**src/rtl/ram_burst_master_pkg.sv**
```systemverilog
// Shared definitions for the RAM burst master: default widths and FSM state type.
package ram_burst_master_pkg;

  localparam int ADDR_W_DEF = 8;
  localparam int DATA_W_DEF = 8;

  typedef enum logic [2:0] {
    ST_IDLE    = 3'd0,
    ST_WR      = 3'd1,
    ST_RD_WAIT = 3'd2,
    ST_RD_OUT  = 3'd3,
    ST_DONE    = 3'd4
  } state_e;

endpackage

```
**src/rtl/ram_burst_master_ptr.sv**
```systemverilog
// Burst pointer/count register pair: load on command accept, step per byte.
// ptr wraps modulo 2^ADDR_W; last flags the final byte (remaining count zero).
module ram_burst_master_ptr
  import ram_burst_master_pkg::*;
#(
  parameter int ADDR_W = ADDR_W_DEF
) (
  input  logic              clock,
  input  logic              reset_n,
  input  logic              load,
  input  logic              step,
  input  logic [ADDR_W-1:0] load_ptr,
  input  logic [ADDR_W-1:0] load_cnt,
  output logic [ADDR_W-1:0] ptr,
  output logic [ADDR_W-1:0] ptr_inc,
  output logic              last
);

  logic [ADDR_W-1:0] ptr_q, ptr_d;
  logic [ADDR_W-1:0] cnt_q, cnt_d;

  // Next pointer/count: load wins over step, otherwise hold.
  always_comb begin
    ptr_d = ptr_q;
    cnt_d = cnt_q;
    if (load) begin
      ptr_d = load_ptr;
      cnt_d = load_cnt;
    end else if (step) begin
      ptr_d = ptr_q + ADDR_W'(1);
      cnt_d = cnt_q - ADDR_W'(1);
    end
  end

  // Pointer/count registers with synchronous active-low reset.
  always_ff @(posedge clock) begin
    if (!reset_n) begin
      ptr_q <= '0;
      cnt_q <= '0;
    end else begin
      ptr_q <= ptr_d;
      cnt_q <= cnt_d;
    end
  end

  assign ptr     = ptr_q;
  assign ptr_inc = ptr_q + ADDR_W'(1);
  assign last    = (cnt_q == '0);

endmodule

```
**src/rtl/ram_burst_master.sv**
```systemverilog
// Burst initiator for the 8-bit single-port RAM (negedge write, negedge-latched
// read address). Write bursts take one byte per cycle from the wdata stream;
// read bursts return one byte per two cycles on the rdata stream.
// Optional feature macro CHECKSUM_EN: adds a running mod-2^DATA_W checksum
// output of all bytes moved in the current burst.
module ram_burst_master
  import ram_burst_master_pkg::*;
#(
  parameter int ADDR_W = ADDR_W_DEF,
  parameter int DATA_W = DATA_W_DEF
) (
  input  logic              clock,
  input  logic              reset_n,
  input  logic              cmd_valid,
  output logic              cmd_ready,
  input  logic              cmd_write,
  input  logic [ADDR_W-1:0] cmd_base,
  input  logic [ADDR_W-1:0] cmd_len,
  input  logic              wdata_valid,
  output logic              wdata_ready,
  input  logic [DATA_W-1:0] wdata,
  output logic              rdata_valid,
  input  logic              rdata_ready,
  output logic [DATA_W-1:0] rdata,
  output logic              busy,
  output logic              done,
  output logic [ADDR_W-1:0] adrs,
  output logic [DATA_W-1:0] data,
  output logic              wr_en,
  input  logic [DATA_W-1:0] q
`ifdef CHECKSUM_EN
  ,
  output logic [DATA_W-1:0] checksum
`endif
);

  state_e            state_q, state_d;
  logic [ADDR_W-1:0] adrs_q, adrs_d;
  logic [DATA_W-1:0] data_q, data_d;
  logic              wr_en_q, wr_en_d;
  logic [DATA_W-1:0] rdata_q, rdata_d;
  logic              rdata_valid_q, rdata_valid_d;

  logic              ptr_load;
  logic              ptr_step;
  logic [ADDR_W-1:0] ptr;
  logic [ADDR_W-1:0] ptr_inc;
  logic              ptr_last;

  ram_burst_master_ptr #(
    .ADDR_W(ADDR_W)
  ) u_ptr (
    .clock   (clock),
    .reset_n (reset_n),
    .load    (ptr_load),
    .step    (ptr_step),
    .load_ptr(cmd_base),
    .load_cnt(cmd_len),
    .ptr     (ptr),
    .ptr_inc (ptr_inc),
    .last    (ptr_last)
  );

  // FSM next state and RAM-port/read-holding register updates.
  always_comb begin
    state_d       = state_q;
    adrs_d        = adrs_q;
    data_d        = data_q;
    wr_en_d       = 1'b0;
    rdata_d       = rdata_q;
    rdata_valid_d = rdata_valid_q;
    ptr_load      = 1'b0;
    ptr_step      = 1'b0;
    case (state_q)
      ST_IDLE: begin
        if (cmd_valid) begin
          ptr_load = 1'b1;
          if (cmd_write) begin
            state_d = ST_WR;
          end else begin
            adrs_d  = cmd_base;
            state_d = ST_RD_WAIT;
          end
        end
      end
      ST_WR: begin
        if (wdata_valid) begin
          adrs_d   = ptr;
          data_d   = wdata;
          wr_en_d  = 1'b1;
          ptr_step = 1'b1;
          if (ptr_last) state_d = ST_DONE;
        end
      end
      ST_RD_WAIT: begin
        // RAM latched adrs at the intervening negedge, so q is valid now.
        rdata_d       = q;
        rdata_valid_d = 1'b1;
        state_d       = ST_RD_OUT;
      end
      ST_RD_OUT: begin
        if (rdata_ready) begin
          rdata_valid_d = 1'b0;
          if (ptr_last) begin
            state_d = ST_DONE;
          end else begin
            ptr_step = 1'b1;
            adrs_d   = ptr_inc;
            state_d  = ST_RD_WAIT;
          end
        end
      end
      ST_DONE: begin
        state_d = ST_IDLE;
      end
      default: begin
        state_d = ST_IDLE;
      end
    endcase
  end

  // State and RAM-port registers; reset abandons any burst in flight.
  always_ff @(posedge clock) begin
    if (!reset_n) begin
      state_q       <= ST_IDLE;
      adrs_q        <= '0;
      data_q        <= '0;
      wr_en_q       <= 1'b0;
      rdata_q       <= '0;
      rdata_valid_q <= 1'b0;
    end else begin
      state_q       <= state_d;
      adrs_q        <= adrs_d;
      data_q        <= data_d;
      wr_en_q       <= wr_en_d;
      rdata_q       <= rdata_d;
      rdata_valid_q <= rdata_valid_d;
    end
  end

  assign cmd_ready   = (state_q == ST_IDLE);
  assign wdata_ready = (state_q == ST_WR);
  assign busy        = (state_q != ST_IDLE);
  assign done        = (state_q == ST_DONE);
  assign adrs        = adrs_q;
  assign data        = data_q;
  assign wr_en       = wr_en_q;
  assign rdata       = rdata_q;
  assign rdata_valid = rdata_valid_q;

`ifdef CHECKSUM_EN
  logic [DATA_W-1:0] checksum_q, checksum_d;

  function automatic logic [DATA_W-1:0] csum_add(input logic [DATA_W-1:0] acc,
                                                 input logic [DATA_W-1:0] b);
    return acc + b;
  endfunction

  // Checksum: cleared on accept, accumulates every byte handshake.
  always_comb begin
    checksum_d = checksum_q;
    if (state_q == ST_IDLE && cmd_valid) begin
      checksum_d = '0;
    end else if (state_q == ST_WR && wdata_valid) begin
      checksum_d = csum_add(checksum_q, wdata);
    end else if (state_q == ST_RD_OUT && rdata_ready) begin
      checksum_d = csum_add(checksum_q, rdata_q);
    end
  end

  // Checksum register.
  always_ff @(posedge clock) begin
    if (!reset_n) checksum_q <= '0;
    else          checksum_q <= checksum_d;
  end

  assign checksum = checksum_q;
`endif

endmodule
```
**config.mk**
```make
export PLATFORM = sky130hd
export DESIGN_NAME = ram_burst_master
export DESIGN_NICKNAME = d
export VERILOG_FILES = /design/src/rtl/ram_burst_master_pkg.sv /design/src/rtl/ram_burst_master_ptr.sv /design/src/rtl/ram_burst_master.sv
export SDC_FILE = /design/constraint.sdc
export NUM_CORES = 1
export LEC_CHECK = 0
export CORE_MARGIN = 3
export CORE_UTILIZATION = 48
export CTS_CLUSTER_SIZE = 25
export DETAILED_ROUTE_END_ITERATION = 16
export GPL_ROUTABILITY_DRIVEN = 0
export PLACE_DENSITY = 0.8
export SYNTH_ARGS = -nofsm -noshare
export SYNTH_HDL_FRONTEND = slang
export SYNTH_SLANG_ARGS = --single-unit
```
**constraint.sdc**
```tcl
create_clock -name clock -period 2.3 [get_ports clock]
set_input_delay 0.46 -clock clock [delete_from_list [all_inputs] [get_ports clock]]
set_output_delay 0.46 -clock clock [all_outputs]
set_load 0.05 [all_outputs]
```
* Yosys cells after proc, flatten, opt, wreduce, memory -nomap -nowiden
Cells that the tools add are included.
** Storage, ports and cells
- Bits in latches :: 0
- Bits in registers :: 45
- Input port bits :: 38
- Memory bits (read-only) :: 0
- Memories kept :: 0
- RAM bits :: 0
** Operators by class
- Reductions and logical operators :: 11
- Equality and inequality tests :: 10
- Multiplexer cells :: 25
- Bitwise logic cells :: 0
- Order comparisons :: 0
- Multiply operators :: 0
- Divide/modulo/power cells :: 0
- Add/sub/neg operators :: 2
- Shift-type cells :: 0
** Operators by type and width (number)
- $mux 8 :: 9
- $pmux 8 s3 :: 1
- $mux 3 :: 5
- $pmux 3 s4 :: 1
- $ne 2x2->1 const B :: 5
- $add 8x1->8 const B :: 1
- $logic_not 8->1 :: 1
- $sub 8x1->8 const B :: 1
- $eq 3x2->1 const B :: 2
- $mux 1 :: 6
- $reduce_and 2->1 :: 3
- $reduce_and 6->1 :: 1
- $reduce_bool 3->1 :: 2
- $pmux 1 s2 :: 2
- $reduce_and 4->1 :: 1
- $reduce_bool 2->1 :: 2
- $eq 3x1->1 const B :: 1
- $eq 3x3->1 const B :: 1
- $logic_not 3->1 :: 1
- $mux 2 :: 1
- $ne 2x1->1 const B :: 1

* Depth between registers and ports, before layout
Gate-level depths: netlist (run 1).
- Depth in word-level cells :: 6
- Gate-level depth with buffers :: 8
- Gate-level depth less buffers :: 6

* Modules after synthesis
A second synthesis (run 1) with hierarchy kept.
** Second synthesis, totals
- Cells, all modules :: 284
- Area, all modules :: 2377.3 um^2
** By module, submodules not included
- ram_burst_master :: cells an instance 164, area each 1400.1 um^2, instances 1
- ram_burst_master_ptr :: cells an instance 120, area each 977.2 um^2, instances 1

* Worst setup path before layout (run 1)
No wires, ideal clock.
- Path kind :: register -> register
- Start :: register state_q[0]
- End :: register state_q[0]
- Required time :: 2.180 ns
- Clock period less this slack :: 2.719 ns
- Arrival time :: 2.599 ns
- Cell stages (with the launch flop) :: 6
- Setup slack :: -0.419 ns
- Path buffers :: 1
- Library setup time :: 0.120 ns
- Cell sequence :: dfxtp_1 > buf_2 > nor3_1 > inv_1 > o21ai_0 > nor2_1
** Between the ends
- Cells in the longest elaborated chain, start to end :: 3
** RTL lines
- start, declared :: line ram_burst_master.sv:37 : state_e state_q, state_d;
- start signal, assigned :: line ram_burst_master.sv:132 : state_q <= state_d;
- $logic_not 3->1 *
- via cmd_ready :: line ram_burst_master.sv:15 : output logic cmd_ready,
- $ne 2x2->1 (no line)
- $reduce_and 4->1 (no line)
The timed path passes the listed nets; every way through them passes the cells marked *.
A chain may end at the register's enable or synchronous reset.

* Worst setup path after layout (run 1)
- Start :: register u_ptr.cnt_q[3]
- End :: register adrs_q[7] (netlist: adrs[7])
** Between the ends
- Cells in the longest elaborated chain, start to end :: 3
** RTL lines
- start, declared :: line ram_burst_master_ptr.sv:20 : logic [ADDR_W-1:0] cnt_q, cnt_d;
- start signal, assigned :: line ram_burst_master_ptr.sv:42 : cnt_q <= cnt_d;
- $logic_not 8->1 :: line ram_burst_master_ptr.sv:48 : assign last = (cnt_q == '0);
- $ne 2x2->1 (no line)
- $reduce_and 6->1 (no line)
- end signal, assigned :: line ram_burst_master.sv:133 : adrs_q <= adrs_d;
- end, declared :: line ram_burst_master.sv:38 : logic [ADDR_W-1:0] adrs_q, adrs_d;
Every way passes these cells.

==> metrics.md, run 1 <==
| Metric | Value |
|---|---|
| Area of the multi-input gates | `between 1000 and 1500 um2` |
| Global-route usage over all layers | `around 21%` |
| Vias in the first global route | `2,270` |
| Worst-path clk slew | `approximately 0.09 ns` |
| Slew Viols, Final | `0` |
| Die W | `77.11 um` |
| Avg WL per Cell | `13.93 um` |
| Via count | `2,379` |
| RSZ-0062 raised after global routing | `no` |
| Clock Power Share | `approximately a fifth` |
| Switching share of total power | `40.31%` |
| Pint | `1839 uW` |
| Final Hold Viols | `0` |
| Share of flip-flops with an asynchronous set or reset | `0%` |
| Clock tree buffer depth | `2` |
| EDFF count, synth | `0` |
| Gate Count Post-Synth | `305` |
| Initial antenna violation count | `0` |
| Post-CTS setup buffers | `0` |
| Register bit total from synthesis | `between 40 and 50` |
| Gate power share | `47.0%` |
| # H-tree levels | `2` |
| HPWL Detailed | `roughly 4.3 mm` |
| Post-layout net count | `410` |
| N_diodes | `0` |
| Min Clock Period, post-route | `2.106 ns` |
| Clk_lat worst skew | `~0.3 ns` |
| CP most frequent cell | `buf_4` |
| Clock root cell | `clkbuf_8` |
| Final Power | `between 3000 and 4000 uW` |
| Total die area | `a little under 6000 um2` |
| Mapped Area | `2427 um2` |
| Slowest CP cell | `or4_4` |
| Ys flop type | `dfxtp_1` |
| DRC viols | `0` |
| Layout cells sized above 1 | `9.189%` |
| Overflow after GRT | `0` |
| Critical Path RT | `2.48 ns` |
| Reg power frac | `between 30% and 40%` |
| Io pins | `about 70` |
| Worst Skew | `between 0.007 and 0.008 ns` |
| Final WL | `a little over 6 mm` |
| Clock sink count | `45` |
| Critical path, cell by cell | `or4_4, nor4b_4, buf_4, a311oi_2, buf_4, o211ai_1, o22ai_1` |
| CP max FO | `13` |
| First-pass GRT wire length | `10.23 mm` |
| Startpoint types | `flip-flop` |
| Max_cap viols | `0` |
| Post-Route Setup TNS | `0 ns` |
| P_leak | `0.001214 uW` |
| Worst Tran Pin Value | `0.5198 ns` |
| Switch Pwr | `about 1200 uW` |
| CTS buffer count | `5` |
| Largest net degree at the start of global routing | `42` |
| Starting Density | `50.39%` |
| Vias/cell | `5.444` |
| Antenna-violating nets left | `0` |
| Fmax | `474.8 MHz` |
| Detailed Route Iter0 Violations | `about 110` |
| Die H | `77.11 um` |
| Crit. End Element | `flip-flop` |
| Rows | `25` |
| Fillers | `430` |
| HP Class | `reg2reg` |
| Warnings, synthesis | `0` |
| CP Class | `reg2reg` |
| Post-synth cell types | `47` |
| Final worst-path cycle share | `91.57%` |
| Core Area | `around 4800 um2` |
| Area growth syn-to-layout | `36.44%` |
| Power per cell area | `930.4 nW/um2` |
| Register area share after synthesis | `37.11%` |
| Max_slew headroom | `65.24%` |
| Synthesized area per cell | `7.958 um2` |
| VDD IR max | `~520 uV` |
| TritonCTS clock tree | `built` |
| Synthesized Nets | `346` |
| Max incr delay on CP | `0.55 ns` |
| CP arrival | `2.28 ns` |
| # port buffers | `67` |
| Sequential cell area | `~900 um2` |
| DR pass1 iterations | `4` |
| Final Setup Violations | `0` |
| Outcome | `complete, no violations` |
-- critical path: cells and delay by family (launching register included) --
kind                   cells  cell delay (ns)
and+or+nand+nor            2             0.91
buffers and inverters      2             0.40
DFF                        1             0.35
AOI/OAI and AO/OA          3             0.33
-- what timing repair did --
item | 4_1_cts | 5_1_grt
gates resized for setup | 0 | 1
hold buffers | 0 | 0
setup endpoints to repair | 0 | 4
-- path summary, 6_finish.rpt --
path | startpoint | to | slack (ns) | depth (start not counted)
setup reg to reg | u_ptr.cnt_q[3] | adrs[7] | 0.19 | 7
hold reg to reg | data[5] | data[5] | 0.46 | 2
setup / recovery | u_ptr.cnt_q[3] | adrs[7] | 0.19 | 7
hold / removal | data[5] | data[5] | 0.46 | 2
-- cells by family after synthesis --
group / share of synthesized area (%)
adder cells (fa/ha/maj): 1.547
multiplexers: 5.361
XOR/XNOR: 2.526
AND/OR/NAND/NOR: 26.60
flip-flops: 37.11
buffers and inverters: 5.670
AO/OA/AOI/OAI: 21.19
-- layout by cell type, fill, tap and decap left out, types with 4 or more instances in the layout --
cell,count
a21boi_1,15
nand2b_1,5
o21a_1,4
nand3b_1,4
clkdlybuf4s50_1,63
clkbuf_8,5
o22ai_1,4
nand2_1,52
dfxtp_1,45
mux2i_1,13
o211ai_1,5
a21oi_1,16
nor3_1,10
inv_1,5
buf_4,15
nor2_1,22
nor2b_1,13
o21ai_1,11
xor2_1,4
o21ai_0,7
nand3_1,5
-- cells in the mapped netlist, drive strengths merged (2+ instances only) --
library cell  number  area (um2)
nand2             52       195.2
dfxtp             45       900.9
nor2              22       82.58
o21ai             18       90.08
a21oi             16       80.08
a21boi            15       112.6
clkbuf            13       48.80
mux2i             13       130.1
nor2b             13       81.33
nor3              11       55.05
buf               10       66.30
inv                6       22.52
nand2b             5       31.28
nand3              5       25.02
o211ai             5       37.54
nand3b             4       30.03
o21a               4       30.03
o22ai              4       25.02
xor2               4       35.03
a21o               3       22.52
and3               3       18.77
ha                 3       37.54
nand4              3       18.77
nor4               3       18.77
or2                3       18.77
xnor2              3       26.28
a22o               2       17.52
a311oi             2       23.77
nor4b              2       38.78
o2bb2ai            2       17.52
o31ai              2       15.01
-- state kept, by name (all words and copies together) (netlist names) --
signal,cells
adrs,8
data,8
rdata,8
rdata_valid,1
state_q,3
u_ptr.cnt_q,8
u_ptr.ptr,8
wr_en,1
-- metrics by stage --
step           std cells  util, %  setup slack (ns)  area (um2)  hold WS, ns
2_1_floorplan        305        -            0.1925        2432       0.4657
3_3_place_gp         429    66.29           0.09766        3193       0.4407
3_5_place_dp         429    66.29           0.07481        3193       0.4461
4_1_cts              437    68.60           0.05126        3304       0.4583
5_1_grt              437    68.75           0.08678        3312       0.4775
6_report             437    68.75            0.1940        3312       0.4603
-- final cells by class --
class	count	share of cell area, %
multi-input combinational	231	42.58
sequential	45	27.20
timing repair buffer	80	23.65
tap	67	2.531
clock buffer	6	2.191
clock inverter	2	1.171
inverter	6	0.6800
-- power by group through the flow --
stage / sequential, uW / combinational, uW / clock [uW]
2_1_floorplan: 1200 / 842 / 0
3_3_place_gp: 1040 / 1410 / 0
3_5_place_dp: 1050 / 1430 / 0
4_1_cts: 1030 / 1440 / 608
5_1_grt: 1050 / 1570 / 643
6_report: 1030 / 1450 / 603
-- layer usage --
metal	vias to the layer above	share of wire (%)	GRT usage (%)
met5	-	0	0
met4	0	0.97	7.117
met3	7	5.3	4.225
met2	65	49	35.54
met1	1119	44	25.69
li1	1188	-	-
(Power assumes the default switching activity.)
==> run 2, diff against run 1 <==
Settings changed: ABC_AREA set to 0, CORE_ASPECT_RATIO set to 2.
==> metrics.md, run 2 (same netlist as run 1, synthesis figures left out) <==
| Metric | Value |
|---|---|
| Max_slew headroom | `62.02% (-3.2 points)` |
| Global-route usage over all layers | `20.99% (+0.31 points)` |
| Initial antenna violation count | `0 (unchanged)` |
| First-pass GRT wire length | `10.12 mm (-1.0%)` |
| Commonest non-fill, non-tap cell in the layout | `clkdlybuf4s50_1` |
| Largest net degree at the start of global routing | `56 (+33%)` |
| Rows | `36 (+44%)` |
| Dpl cell area | `3198 um2 (+0.16%)` |
| Switch Pwr | `1236 uW (-0.47%)` |
| Switching share of total power | `41.46% (+1.1 points)` |
| VDD IR max | `798.5 uV (+53%)` |
| Fmax | `468.1 MHz (-1.4%)` |
| CP Class | `reg2reg` |
| # H-tree levels | `2 (unchanged)` |
| Worst Skew | `0.005327 ns (-0.002072 ns)` |
| Clock Power Share | `16.8% (-2.8 points)` |
| Clock tree buffer depth | `2 (unchanged)` |
| M3 GR Usage | `4.010% (-0.22 points)` |
| Startpoint types | `flip-flop` |
| CP arrival | `2.34 ns (+0.06 ns)` |
| HP Class | `reg2reg` |
| Worst-path clk slew | `0.09 ns (about the same)` |
| Gate power share | `48.5% (+1.5 points)` |
| Pint | `1746 uW (-5.1%)` |
| Met1 Use GR | `22.82% (-2.9 points)` |
| Die W | `56.29 um (-27%)` |
| Min Clock Period, post-route | `2.136 ns (+0.03038 ns)` |
| Slowest CP cell | `o31a_2` |
| Final Hold Viols | `0 (unchanged)` |
| Avg WL per Cell | `14.00 um (+0.54%)` |
| Vias in the first global route | `2,251 (-0.84%)` |
| Post-cts resize count | `0 (unchanged)` |
| Most frequent cells in the layout | `clkdlybuf4s50_1, nand2_1, dfxtp_1` |
| Total die area | `5998 um2 (+0.88%)` |
| Reg power frac | `34.8% (+1.3 points)` |
| DR pass1 iterations | `4 (unchanged)` |
| Final Power | `2982 uW (-3.2%)` |
| Power per cell area | `906.9 nW/um2 (-2.5%)` |
| Final Setup Violations | `0 (unchanged)` |
| Io pins | `68 (unchanged)` |
| CP max FO | `32 (+19)` |
| HPWL Detailed | `4.465 mm (+2.7%)` |
| Layout cells sized above 1 | `9.214% (+0.025 points)` |
| Clk_lat worst skew | `0.30 ns (about the same)` |
| Max incr delay on CP | `0.56 ns (about the same)` |
| TritonCTS clock tree | `built` |
| CTS buffer count | `5 (unchanged)` |
| Post-CTS Hold Buffers | `0 (unchanged)` |
| # port buffers | `67 (unchanged)` |
| Area growth syn-to-layout | `35.46%` |
| Crit. End Element | `flip-flop` |
| Final worst-path cycle share | `92.89% (+1.3 points)` |
| Via count | `2,368 (-0.46%)` |
| Vias/cell | `5.559 (+2.1%)` |
| Die H | `106.6 um (+38%)` |
| RSZ-0062 raised after global routing | `no` |
| Final WL | `5.966 mm (-2.0%)` |
| N_diodes | `0 (unchanged)` |
| Post-layout net count | `409 (-0.24%)` |
| Antenna-violating nets left | `0 (unchanged)` |
| Outcome | `complete, no violations` |
| Final Cell Area | `3288 um2 (-0.72%)` |
| P_leak | `0.001201 uW (-1.1%)` |
| Slew Viols, Final | `0 (unchanged)` |
| Clock sink count | `45 (unchanged)` |
| Detailed Route Iter0 Violations | `63 (-41%)` |
| Post-CTS setup buffers | `0 (unchanged)` |
| Core Area | `4865 um2 (+0.99%)` |
| Clock root cell | `clkbuf_8` |
| Max_cap viols | `0 (unchanged)` |
| Critical Path RT | `2.50 ns (+0.02 ns)` |
| Worst Tran Pin Value | `0.5698 ns (+0.05001 ns)` |
| GR peak layer | `met2` |
| Met2 global-route usage | `38.69% (+3.2 points)` |
| DRC viols | `0 (unchanged)` |
| Overflow after GRT | `0 (unchanged)` |
| Starting Density | `49.90% (-0.49 points)` |
| Critical path, cell by cell | `or4_4, nor4b_4, o31a_2, nor3_1, o21a_1` |
-- run 2: cell types whose count changed in the layout (fill, tap and decap cells not counted), sizes merged --
cell      previous run  this run
buf                 17        16
bufinv               1         0
clkbuf               6         5
clkinvlp             0         1
inv                  6         7
-- run 2: stage by stage --
stage	hold WS, ns	worst slack, ns	TNS [ns]	utilization (%)	instances
5_1_grt	0.4707	0.006847	0	67.59	426
3_5_place_dp	0.4392	-0.03246	-0.1133	65.74	418
4_1_cts	0.4539	0.1662	0	67.59	426
6_report	0.4527	0.1636	0	67.59	426
2_1_floorplan	0.4657	0.1925	0	-	305
3_3_place_gp	0.4358	0.02660	0	65.74	418
-- run 2: area by class of cell --
type / instances / area (um2)
Clock buffer: 5 / 68.82
Clock inverter: 3 / 21.27
Fill cell: 435 / 1577
Inverter: 6 / 22.52
Multi-Input combinational cell: 231 / 1403
Sequential cell: 45 / 900.9
Tap cell: 57 / 71.32
Timing Repair Buffer: 79 / 800.8
-- run 2: power by group through the flow --
stage / clock network (uW) / logic [uW] / registers, uW
after global routing: 545 / 1570 / 1050
final: 500 / 1450 / 1040
after global placement: 0 / 1420 / 1050
after detailed placement: 0 / 1450 / 1050
after floorplan: 0 / 842 / 1200
after CTS: 523 / 1450 / 1030
-- run 2: routing by layer --
metal	vias up	wire length, um	part of all wire, %
met3	9	249	4.2
met4	0	121	2.0
met5	-	0	0
met1	1117	2249	38
met2	63	3347	56
li1	1179	-	-
-- run 2: path summary, 6_finish.rpt --
path | start | end | cells past startpoint | slack (ns)
worst max-delay path | u_ptr.cnt_q[3] | u_ptr.ptr[0] | 5 | 0.16
worst min-delay path | adrs[3] | adrs[3] | 2 | 0.45
worst max register to register | u_ptr.cnt_q[3] | u_ptr.ptr[0] | 5 | 0.16
worst min register to register | adrs[3] | adrs[3] | 2 | 0.45
-- run 2: critical path: cells and delay by family, from the launching register on --
family / cells / cell delay [ns]
compound gates: 2 / 0.76
simple gates: 3 / 0.94
flops: 1 / 0.35
==> run 3, diff against run 2 <==
Settings changed: CAP_MARGIN set to 30.
==> results of run 3 <==
No change in the layout: final DEF, timing and power equal those of run 2.
